==> src/rtl/tlb_pkg.sv <==
// ---------------------------------------------------------------------------
// tlb_pkg
// Shared definitions for the TLB maintenance engine: maintenance op codes,
// the packed TLB entry layout, INVTLB op encodings, the FSM state type and
// the 16-bit victim-selection LFSR.
//
// Entry layout, MSB first (89 bits):
//   {E, VPPN[18:0], PS[5:0], ASID[9:0], G,
//    PPN0[19:0], PLV0[1:0], MAT0[1:0], D0, V0,
//    PPN1[19:0], PLV1[1:0], MAT1[1:0], D1, V1}
// ---------------------------------------------------------------------------
package tlb_pkg;

  localparam int ENTRY_W = 89;

  // Field offsets (LSB position) inside the packed entry
  localparam int E_BIT    = 88;
  localparam int VPPN_LSB = 69;
  localparam int VPPN_W   = 19;
  localparam int PS_LSB   = 63;
  localparam int PS_W     = 6;
  localparam int ASID_LSB = 53;
  localparam int ASID_W   = 10;
  localparam int G_BIT    = 52;
  localparam int PPN0_LSB = 32;
  localparam int PLV0_LSB = 30;
  localparam int MAT0_LSB = 28;
  localparam int D0_BIT   = 27;
  localparam int V0_BIT   = 26;
  localparam int PPN1_LSB = 6;
  localparam int PLV1_LSB = 4;
  localparam int MAT1_LSB = 2;
  localparam int D1_BIT   = 1;
  localparam int V1_BIT   = 0;

  // Maintenance op codes on req_op; anything else completes as a no-op
  localparam logic [2:0] OP_RD   = 3'd1;
  localparam logic [2:0] OP_WR   = 3'd2;
  localparam logic [2:0] OP_FILL = 3'd3;
  localparam logic [2:0] OP_INV  = 3'd4;

  // INVTLB op encodings
  localparam logic [4:0] INV_ALL0       = 5'd0;
  localparam logic [4:0] INV_ALL1       = 5'd1;
  localparam logic [4:0] INV_G1         = 5'd2;
  localparam logic [4:0] INV_G0         = 5'd3;
  localparam logic [4:0] INV_G0_ASID    = 5'd4;
  localparam logic [4:0] INV_G0_ASID_VA = 5'd5;
  localparam logic [4:0] INV_GA_VA      = 5'd6;
  localparam logic [4:0] INV_OP_MAX     = INV_GA_VA;

  // Page size that selects the coarse (vppn[18:9]) address compare
  localparam logic [5:0] PS_HUGE = 6'd21;

  // Fibonacci LFSR, x^16+x^14+x^13+x^11+1, right-shifting form:
  // feedback taps sit at bit positions 0, 2, 3 and 5.
  localparam logic [15:0] LFSR_SEED = 16'hACE1;
  localparam logic [15:0] LFSR_TAPS = 16'h002D;

  function automatic logic [15:0] lfsr_next(input logic [15:0] s);
    return {^(s & LFSR_TAPS), s[15:1]};
  endfunction

  typedef enum logic [1:0] {
    ST_IDLE = 2'd0,
    ST_SCAN = 2'd1,
    ST_DONE = 2'd2
  } state_e;

endpackage

==> src/rtl/tlb_maint_unit_inv_match.sv <==
// ---------------------------------------------------------------------------
// tlb_inv_match
// Combinational match of one TLB entry against an INVTLB selector. The E bit
// is deliberately not considered here so the same block can serve lookups
// that qualify validity themselves.
//
// Ports:
//   entry_i   packed TLB entry
//   inv_op_i  INVTLB op (0..6 meaningful; others never match)
//   asid_i    ASID operand
//   vppn_i    VPPN operand
//   match_o   entry selected by the op
// ---------------------------------------------------------------------------
module tlb_inv_match
  import tlb_pkg::*;
(
  input  logic [ENTRY_W-1:0] entry_i,
  input  logic [4:0]         inv_op_i,
  input  logic [9:0]         asid_i,
  input  logic [18:0]        vppn_i,
  output logic               match_o
);

  logic              g;
  logic              asid_eq;
  logic              vppn_eq;
  logic [VPPN_W-1:0] e_vppn;

  assign g       = entry_i[G_BIT];
  assign e_vppn  = entry_i[VPPN_LSB +: VPPN_W];
  assign asid_eq = (entry_i[ASID_LSB +: ASID_W] == asid_i);

  // 4 MB pages only translate on the upper ten VPPN bits
  assign vppn_eq = (entry_i[PS_LSB +: PS_W] == PS_HUGE) ?
                   (e_vppn[18:9] == vppn_i[18:9]) :
                   (e_vppn == vppn_i);

  always_comb begin
    match_o = 1'b0;
    case (inv_op_i)
      INV_ALL0, INV_ALL1: match_o = 1'b1;
      INV_G1:             match_o = g;
      INV_G0:             match_o = ~g;
      INV_G0_ASID:        match_o = ~g & asid_eq;
      INV_G0_ASID_VA:     match_o = ~g & asid_eq & vppn_eq;
      INV_GA_VA:          match_o = (g | asid_eq) & vppn_eq;
      default:            match_o = 1'b0;
    endcase
  end

endmodule

==> src/rtl/tlb_maint_unit.sv <==
// ---------------------------------------------------------------------------
// tlb_maint_unit
// TLB maintenance engine beside writeback. Executes TLBRD, TLBWR, TLBFILL and
// INVTLB through one TLB read port and one write port. INVTLB walks the whole
// array one entry per cycle, so the array size is not limited by a
// single-cycle invalidate.
//
// Ports:
//   clk, reset                 clock, synchronous active-high reset
//   req_valid / req_ready      op handshake from WB (ready only when idle)
//   req_op                     1=RD 2=WR 3=FILL 4=INV, others no-op
//   req_inv_op/asid/vppn       INVTLB operands
//   csr_idx, csr_ne,
//   csr_refill, csr_entry      CSR-side index and entry image
//   r_index / r_entry          TLB read port (combinational data)
//   w_we / w_index / w_entry   TLB write port
//   done_valid, done_err       completion pulse; err flags illegal INV op
//   rd_entry, rd_hit           last TLBRD result and its E bit
// ---------------------------------------------------------------------------
module tlb_maint_unit
  import tlb_pkg::*;
#(
  parameter  int TLBNUM    = 16,
  parameter  int FILL_MODE = 0,
  localparam int IDX_W     = $clog2(TLBNUM)
) (
  input  logic               clk,
  input  logic               reset,
  input  logic               req_valid,
  output logic               req_ready,
  input  logic [2:0]         req_op,
  input  logic [4:0]         req_inv_op,
  input  logic [9:0]         req_inv_asid,
  input  logic [18:0]        req_inv_vppn,
  input  logic [IDX_W-1:0]   csr_idx,
  input  logic               csr_ne,
  input  logic               csr_refill,
  input  logic [ENTRY_W-1:0] csr_entry,
  output logic [IDX_W-1:0]   r_index,
  input  logic [ENTRY_W-1:0] r_entry,
  output logic               w_we,
  output logic [IDX_W-1:0]   w_index,
  output logic [ENTRY_W-1:0] w_entry,
  output logic               done_valid,
  output logic               done_err,
  output logic [ENTRY_W-1:0] rd_entry,
  output logic               rd_hit
);

  localparam logic [IDX_W-1:0] LAST_IDX = IDX_W'(TLBNUM - 1);

  state_e             state_q,    state_d;
  logic               done_err_q, done_err_d;
  logic [ENTRY_W-1:0] rd_entry_q, rd_entry_d;
  logic [IDX_W-1:0]   fill_ptr_q, fill_ptr_d;
  logic [15:0]        lfsr_q,     lfsr_d;
  logic [IDX_W-1:0]   scan_ptr_q, scan_ptr_d;
  logic [4:0]         inv_op_q,   inv_op_d;
  logic [9:0]         inv_asid_q, inv_asid_d;
  logic [18:0]        inv_vppn_q, inv_vppn_d;

  logic [IDX_W-1:0]   victim;
  logic [ENTRY_W-1:0] wr_image;
  logic [ENTRY_W-1:0] inv_image;
  logic               inv_hit;

  assign victim = (FILL_MODE == 1) ? lfsr_q[IDX_W-1:0] : fill_ptr_q;

  // A TLB refill exception forces the entry valid regardless of TLBIDX.NE
  always_comb begin
    wr_image        = csr_entry;
    wr_image[E_BIT] = csr_refill | ~csr_ne;
  end

  always_comb begin
    inv_image        = r_entry;
    inv_image[E_BIT] = 1'b0;
  end

  tlb_inv_match u_match (
    .entry_i  (r_entry),
    .inv_op_i (inv_op_q),
    .asid_i   (inv_asid_q),
    .vppn_i   (inv_vppn_q),
    .match_o  (inv_hit)
  );

  assign req_ready  = (state_q == ST_IDLE);
  assign done_valid = (state_q == ST_DONE);
  assign done_err   = done_valid & done_err_q;
  assign rd_entry   = rd_entry_q;
  assign rd_hit     = rd_entry_q[E_BIT];

  always_comb begin
    state_d    = state_q;
    done_err_d = done_err_q;
    rd_entry_d = rd_entry_q;
    fill_ptr_d = fill_ptr_q;
    lfsr_d     = lfsr_q;
    scan_ptr_d = scan_ptr_q;
    inv_op_d   = inv_op_q;
    inv_asid_d = inv_asid_q;
    inv_vppn_d = inv_vppn_q;
    r_index    = csr_idx;
    w_we       = 1'b0;
    w_index    = csr_idx;
    w_entry    = wr_image;

    case (state_q)
      ST_IDLE: begin
        if (req_valid) begin
          state_d    = ST_DONE;
          done_err_d = 1'b0;
          case (req_op)
            OP_RD: rd_entry_d = r_entry;
            OP_WR: w_we = 1'b1;
            OP_FILL: begin
              w_we       = 1'b1;
              w_index    = victim;
              fill_ptr_d = fill_ptr_q + 1'b1;
              lfsr_d     = lfsr_next(lfsr_q);
            end
            OP_INV: begin
              inv_op_d   = req_inv_op;
              inv_asid_d = req_inv_asid;
              inv_vppn_d = req_inv_vppn;
              scan_ptr_d = '0;
              if (req_inv_op > INV_OP_MAX) begin
                done_err_d = 1'b1;
              end else begin
                state_d = ST_SCAN;
              end
            end
            default: ;
          endcase
        end
      end

      // One entry per cycle: read, and write back with E cleared on a hit
      ST_SCAN: begin
        r_index    = scan_ptr_q;
        w_index    = scan_ptr_q;
        w_entry    = inv_image;
        w_we       = r_entry[E_BIT] & inv_hit;
        scan_ptr_d = scan_ptr_q + 1'b1;
        if (scan_ptr_q == LAST_IDX) begin
          state_d = ST_DONE;
        end
      end

      ST_DONE: state_d = ST_IDLE;

      default: state_d = ST_IDLE;
    endcase
  end

  always_ff @(posedge clk) begin
    if (reset) begin
      state_q    <= ST_IDLE;
      done_err_q <= 1'b0;
      rd_entry_q <= '0;
      fill_ptr_q <= '0;
      lfsr_q     <= LFSR_SEED;
      scan_ptr_q <= '0;
    end else begin
      state_q    <= state_d;
      done_err_q <= done_err_d;
      rd_entry_q <= rd_entry_d;
      fill_ptr_q <= fill_ptr_d;
      lfsr_q     <= lfsr_d;
      scan_ptr_q <= scan_ptr_d;
    end
  end

  // Operand latches only matter while SCAN is running
  always_ff @(posedge clk) begin
    inv_op_q   <= inv_op_d;
    inv_asid_q <= inv_asid_d;
    inv_vppn_q <= inv_vppn_d;
  end

endmodule

==> config.mk <==
export PLATFORM = sky130hd
export DESIGN_NAME = tlb_maint_unit
export DESIGN_NICKNAME = d
export VERILOG_FILES = /design/src/rtl/tlb_pkg.sv /design/src/rtl/tlb_maint_unit_inv_match.sv /design/src/rtl/tlb_maint_unit.sv
export SDC_FILE = /design/constraint.sdc
export NUM_CORES = 1
export LEC_CHECK = 0
export ABC_AREA = 1
export BUFFER_PORTS_ARGS = -buffer_cell sky130_fd_sc_hd__buf_2
export CORE_AREA = 2 2 159 161
export DETAILED_ROUTE_END_ITERATION = 7
export DIE_AREA = 0 0 161 163
export PLACE_DENSITY = 0.64
export SETUP_SLACK_MARGIN = 0.2
export SYNTH_ARGS = -nofsm -noshare
export SYNTH_HDL_FRONTEND = slang
export SYNTH_SLANG_ARGS = --single-unit
export TNS_END_PERCENT = 30
==> constraint.sdc <==
create_clock -name clk -period 3.3 [get_ports clk]
set_input_delay 0.165 -clock clk [delete_from_list [all_inputs] [get_ports clk]]
set_output_delay 0.165 -clock clk [all_outputs]
set_load 0.02 [all_outputs]
Word-level counts from Yosys, hierarchy flattened
Cells that the tools add are included.
- RAM bits: 0
- word-level logic and storage cells: 71
- bits in latches: 0
- flip-flop bits (word level): 134
- output and inout port bits: 191
- memories kept: 0
- bits in read-only memories: 0
- input bits: 224
- multipliers: 0
- shift operators: 0
- reduce and logical (&&, ||, !) cells: 11
- mux-type cells: 20
- bitwise logic cells: 9
- $lt $le $gt $ge: 1
- $add $sub $neg: 2
- divide/modulo/power cells: 0
- equal/unequal tests: 20
- operators with widths (kind ; number):
    $mux W89 ; 1
    $eq A10 B10 Y1 ; 2
    $mux W4 ; 5
    $eq A19 B19 Y1 ; 1
    $pmux W4 S2 ; 2
    $eq A5 B3 Y1 const B ; 3
    $reduce_and A3 Y1 ; 4
    $eq A5 B2 Y1 const B ; 2
    $add A4 B1 Y4 const B ; 2
    $mux W2 ; 4
    $eq A3 B2 Y1 const B ; 2
    $eq A6 B5 Y1 const B ; 1
    $pmux W1 S6 ; 1
    $and A1 B1 Y1 ; 5
    $eq A5 B1 Y1 const B ; 1
    $gt A5 B3 Y1 const B ; 1
    $logic_not A5 Y1 ; 1
    $mux W1 ; 5
    $eq A4 B4 Y1 const B ; 1
    $ne A2 B2 Y1 const B ; 2
    $pmux W2 S2 ; 1
    $reduce_and A2 Y1 ; 2
    $reduce_or A2 Y1 ; 2
    $eq A3 B1 Y1 const B ; 1
    9 further kinds ; 11

Depth between registers and ports, before layout
- depth in word-level cells: 6
- mapped depth: 12
- gate-level depth less buffers: 12

Hierarchy
A second synthesis with hierarchy kept.
- cell total of the unflattened synthesis: 966
- area, all modules: 6517.5 µm²
- modules (own cells, without submodules) (module ; times used ; sequential area each (µm²) ; cells each ; area an instance (µm²)):
    tlb_maint_unit ; 1 ; 3022.9 ; 824 ; 5876.9
    tlb_inv_match ; 1 ; 0.0 ; 142 ; 640.6

Worst setup path after synthesis
Ideal clock, no wire load.
- path kind: flip-flop to flip-flop
- start point: register state_q[1]
- end point: register inv_asid_q[0] (enable)
- arrival time: 2.199 ns
- clock period less this slack: 2.627 ns
- path buffers: 0
- slack: 0.673 ns
- library setup time: 0.428 ns
- required time: 2.872 ns
- stages on the path, launching flop included: 6
- cells stage by stage: dfxtp_1 > inv_2 > nand2_1 > inv_2 > nand2_4 > nor2_1
- longest elaborated chain between the ends: 2
- ends and longest elaborated chain (what ; RTL line ; text):
    start: declaration ; tlb_maint_unit.sv:52 ; state_e state_q, state_d;
    start signal: assignment ; tlb_maint_unit.sv:166 ; state_q <= state_d;
    $logic_not A2 Y1 ; - ;
    via req_ready ; tlb_maint_unit.sv:30 ; output logic req_ready,
    $reduce_and A3 Y1 (no line) ; - ;
    end signal: assignment ; tlb_maint_unit.sv:178 ; inv_asid_q <= inv_asid_d;
    end: declaration ; tlb_maint_unit.sv:59 ; logic [9:0] inv_asid_q, inv_asid_d;
The timed path passes the listed nets, and every way through them passes these cells.
A chain may end at the register's enable or synchronous reset.

Worst setup path in the final report
- start point: register state_q[1]
- end point: output port w_index[2]
- longest elaborated chain between the ends: 2
- elaborated cells on any way between the ends: 3
- those cells by class: eq/ne (1); mux (1); reduce/logical (1)
- ends and longest elaborated chain (what ; RTL line ; text):
    $eq A2 B1 Y1 or $logic_not A2 Y1 (tied branches) ; tlb_maint_unit.sv:109 ; case (state_q)
    $pmux W4 S2 * ; tlb_maint_unit.sv:109 ;
    end: declaration ; tlb_maint_unit.sv:42 ; output logic [IDX_W-1:0] w_index,
Mark *: on every way between the ends. The rest lies on a longest branch, timed or not.

==> insert_results.sql <==
INSERT INTO impl_metrics (metric_group, metric, value, unit) VALUES
('synthesis', 'async_flop_share', '0', '%'),
('clock_tree', 'clkSinkCount', '134', ''),
('synthesis', 'yosys_warnings', '0', ''),
('routing', 'vias_per_cell', '4.40', ''),
('placement', 'place.gp.congestion', '0.850', ''),
('final_layout', 'antenna_cells_inserted', '0', ''),
('routing', 'route.detailed.drc', '0', ''),
('routing', 'vias', '7536', ''),
('synthesis', 'ys_seq_elements', '134', ''),
('global_routing', 'grt_start_max_net_pins', '120', ''),
('placement', 'place.port_buffers', '413', ''),
('final_layout', 'syn2layout_area_growth', '51.8', '%'),
('worst_setup_path', 'reg2reg_slack', '1.40', 'ns'),
('global_routing', 'grt_first_pass_wirelength', '35900', 'um'),
('timing', 'clock_skew', '0.00854', 'ns'),
('worst_setup_path', 'timing.critical_path.slowest_stage_cell', 'sky130_fd_sc_hd__inv_4', ''),
('hold_path', 'worstHoldEndpoint', 'rd_entry[21]', ''),
('die', 'boundaryPins', '415', ''),
('die', 'initial_utilization', '26.4', '%'),
('worst_setup_path', 'worst_setup_path_start_kind', 'register', ''),
('worst_setup_path', 'crit_end_category', 'output port', ''),
('final_layout', 'sequential_cell_area_in_the_final_layout', '3020', 'um2'),
('final_layout', 'fill_cells', '2608', ''),
('run_status', 'status', 'completed', ''),
('die', 'die_w', '161', 'um'),
('pwr', 'power.density_cell_area', '456', 'nW/um2'),
('placement', 'placed_area', '8810', 'um2'),
('clock_tree', 'cts-root-buf', 'sky130_fd_sc_hd__clkbuf_16', ''),
('synthesis', 'synth-seq-area-share', '46.4', '%'),
('synthesis', 'synth.cell_area', '6510', 'um2'),
('final_layout', 'layout-drive-gt1-share', '33.5', '%'),
('pwr', 'power.ir.vdd_worst', '233', 'uV'),
('job', 'timing.max_cap.violations', '0', ''),
('final_layout', 'multi_input_comb_area', '2940', 'um2'),
('clock_tree', 'cts.repair.resized', '0', ''),
('worst_setup_path', 'worstPathRequired', '3.13', 'ns'),
('worst_setup_path', 'worst_ep_arrival_time', '2.35', 'ns'),
('clock_tree', 'clk_latency', '0.41', 'ns'),
('hold_path', 'start_point_of_the_worst_min_delay_path', 'r_entry[21]', ''),
('timing', 'timing_worst_slew_pin_value', '1.10', 'ns'),
('routing', 'wl_per_cell', '14.1', 'um'),
('die', 'floorplan.die_area', '26200', 'um2'),
('synthesis', 'synth.avg_cell_area', '6.97', 'um2'),
('synthesis', 'yosys.cell_count.top_type', 'sky130_fd_sc_hd__nand2_1', ''),
('worst_setup_path', 'cp_cell_sequence', 'nor2_4 -> inv_4 -> nand2_1 -> o221ai_1 -> buf_2', ''),
('synthesis', 'post_synth_main_area_contributors', 'sky130_fd_sc_hd__dfxtp_1 31%, sky130_fd_sc_hd__nand2_1 18%, sky130_fd_sc_hd__edfxtp_1 16%', ''),
('synthesis', 'synth_flop_cell', 'sky130_fd_sc_hd__dfxtp_1', ''),
('global_routing', 'groute.usage.overall', '17.5', '%'),
('timing', 'final.setup.tns', '0', 'ns'),
('synthesis', 'yosys-top-cells-count', '307 x sky130_fd_sc_hd__nand2_1, 151 x sky130_fd_sc_hd__nor2_1, 114 x sky130_fd_sc_hd__o21ai_0', ''),
('worst_setup_path', 'timing.reg2reg.worst_path_depth', '6', ''),
('timing', 'timing.fmax', '397', 'MHz'),
('global_routing', 'antenna_violations_before_repair', '1', ''),
('timing', 'setup_viol', '0', ''),
('worst_setup_path', 'max_stage_delay', '0.74', 'ns'),
('clock_tree', 'cts-buffers-inserted', '17', ''),
('timing', 'worst_slew_margin_rel', '26.8', '%'),
('synthesis', 'synth_top_area_cell', 'sky130_fd_sc_hd__dfxtp_1', ''),
('die', 'core_region_area', '24700', 'um2'),
('global_routing', 'gr-max-usage-layer', 'met2', ''),
('timing', 'slew_viol_final', '0', ''),
('worst_setup_path', 'cp_max_fo', '119', ''),
('routing', 'drt_first_pass_iters', '5', ''),
('final_layout', 'design.final.nets', '1595', ''),
('routing', 'drt_wl_total', '24100', 'um'),
('synthesis', 'post_synth_edffs', '34', ''),
('worst_setup_path', 'critPathKind', 'reg -> out', ''),
('timing', 'rsz_0062_raised_after_global_routing', 'false', ''),
('placement', 'dp.final_hpwl', '17500', 'um'),
('synthesis', 'netlist.area_leader.share', '30.7', '%'),
('global_routing', 'grt_pass1_vias', '6723', '');
[where the power goes]
group	internal [mW]	total, mW	leakage [nW]	switching (mW)
Combinational	0.285	0.704	3.77	0.419
Clock	1.27	2.05	0.305	0.777
Sequential	1.73	1.75	1.12	0.0217
[state kept, by name, summed over array words and instances, names as in the netlist]
| name | flops |
|---|---|
| rd_entry | 89 |
| fill_ptr_q | 4 |
| inv_op_q | 5 |
| inv_vppn_q | 19 |
| state_q | 2 |
| done_err_q | 1 |
| scan_ptr_q | 4 |
| inv_asid_q | 10 |
[worst max path at each step]
stage | end | start | slack (ns) | depth (start not counted)
3_5_place_dp | w_index[2] | state_q[1] | 1.23 | 5
2_1_floorplan | inv_asid_q[0] | state_q[1] | 0.67 | 5
3_3_place_gp | w_index[1] | state_q[1] | 1.30 | 5
5_1_grt | w_index[0] | state_q[1] | 0.51 | 5
4_1_cts | w_index[2] | state_q[1] | 0.77 | 5
6_report | w_index[2] | state_q[1] | 0.78 | 5
[critical path, delay by kind of cell, from the launching register on]
kind / cells / cell delay (ns)
flip-flops: 1 / 0.44
AO/OA/AOI/OAI: 1 / 0.25
AND/OR/NAND/NOR: 2 / 0.25
buffers and inverters: 2 / 0.94
[metal layers]
metal  vias to the layer above  part of all wire [%]
li1                       3830                     -
met1                      3405                    43
met2                       277                    49
met3                        24                   6.0
met4                         0                   2.1
met5                         -                     0
[per-stage QoR]
stage / hold WS [ns] / util [%] / worst slack [ns] / std cells
after detailed placement: 0.343 / 35.7 / 1.23 / 1635
after global routing: 0.00817 / 40.1 / 0.513 / 1712
after floorplan: 0.234 / - / 0.673 / 935
after global placement: 0.343 / 35.7 / 1.30 / 1635
after CTS: 0.000522 / 40.1 / 0.770 / 1712
final: 0.0210 / 40.1 / 0.783 / 1712
[what timing repair did]
action,in CTS,in global routing
hold buffers,45,0
buffers inserted,0,0
hold endpoints to repair,48,0
[area by class of cell]
class / count / area share, %
clock inverters: 14 / 2.01
flip-flops and latches: 134 / 30.6
repair buffers: 465 / 26.2
inverters: 75 / 2.91
multi-input cells: 676 / 29.8
well taps: 330 / 4.17
clock buffers: 18 / 4.34
[placed cells by master (no fill, tap or decap)]
cell,count
sky130_fd_sc_hd__nor2_4,2
sky130_fd_sc_hd__buf_12,2
sky130_fd_sc_hd__nand3_1,15
sky130_fd_sc_hd__bufinv_16,4
sky130_fd_sc_hd__nor4_1,1
sky130_fd_sc_hd__o221ai_1,4
sky130_fd_sc_hd__clkbuf_16,17
sky130_fd_sc_hd__dfxtp_1,100
sky130_fd_sc_hd__a21oi_1,34
sky130_fd_sc_hd__xnor2_1,8
sky130_fd_sc_hd__a31oi_1,2
sky130_fd_sc_hd__ha_1,2
sky130_fd_sc_hd__o21ai_1,15
sky130_fd_sc_hd__o21ai_0,114
sky130_fd_sc_hd__inv_4,2
sky130_fd_sc_hd__nor3b_1,1
sky130_fd_sc_hd__nand4_1,2
sky130_fd_sc_hd__inv_6,2
sky130_fd_sc_hd__nand4_4,1
sky130_fd_sc_hd__nand2_1,307
sky130_fd_sc_hd__clkinv_2,3
sky130_fd_sc_hd__edfxtp_1,34
sky130_fd_sc_hd__buf_4,5
sky130_fd_sc_hd__dlygate4sd3_1,45
sky130_fd_sc_hd__buf_2,413
sky130_fd_sc_hd__nand2_4,1
sky130_fd_sc_hd__inv_1,68
sky130_fd_sc_hd__nor3_1,8
sky130_fd_sc_hd__and3_1,1
sky130_fd_sc_hd__xor2_1,5
sky130_fd_sc_hd__or2_2,1
sky130_fd_sc_hd__clkinvlp_4,1
sky130_fd_sc_hd__clkbuf_1,1
sky130_fd_sc_hd__nor2_1,150
sky130_fd_sc_hd__clkinv_4,5
sky130_fd_sc_hd__o311ai_0,1
sky130_fd_sc_hd__inv_2,4
sky130_fd_sc_hd__o2111ai_1,1
[cells by family after synthesis]
logic type,synth area share (%)
xor+xnor,1.75
compound gates,13.5
simple gates,29.4
buf+inv,8.53
fa+ha+maj,0.384
flops,46.4
No activity file was read; power rests on OpenSTA's default activity.
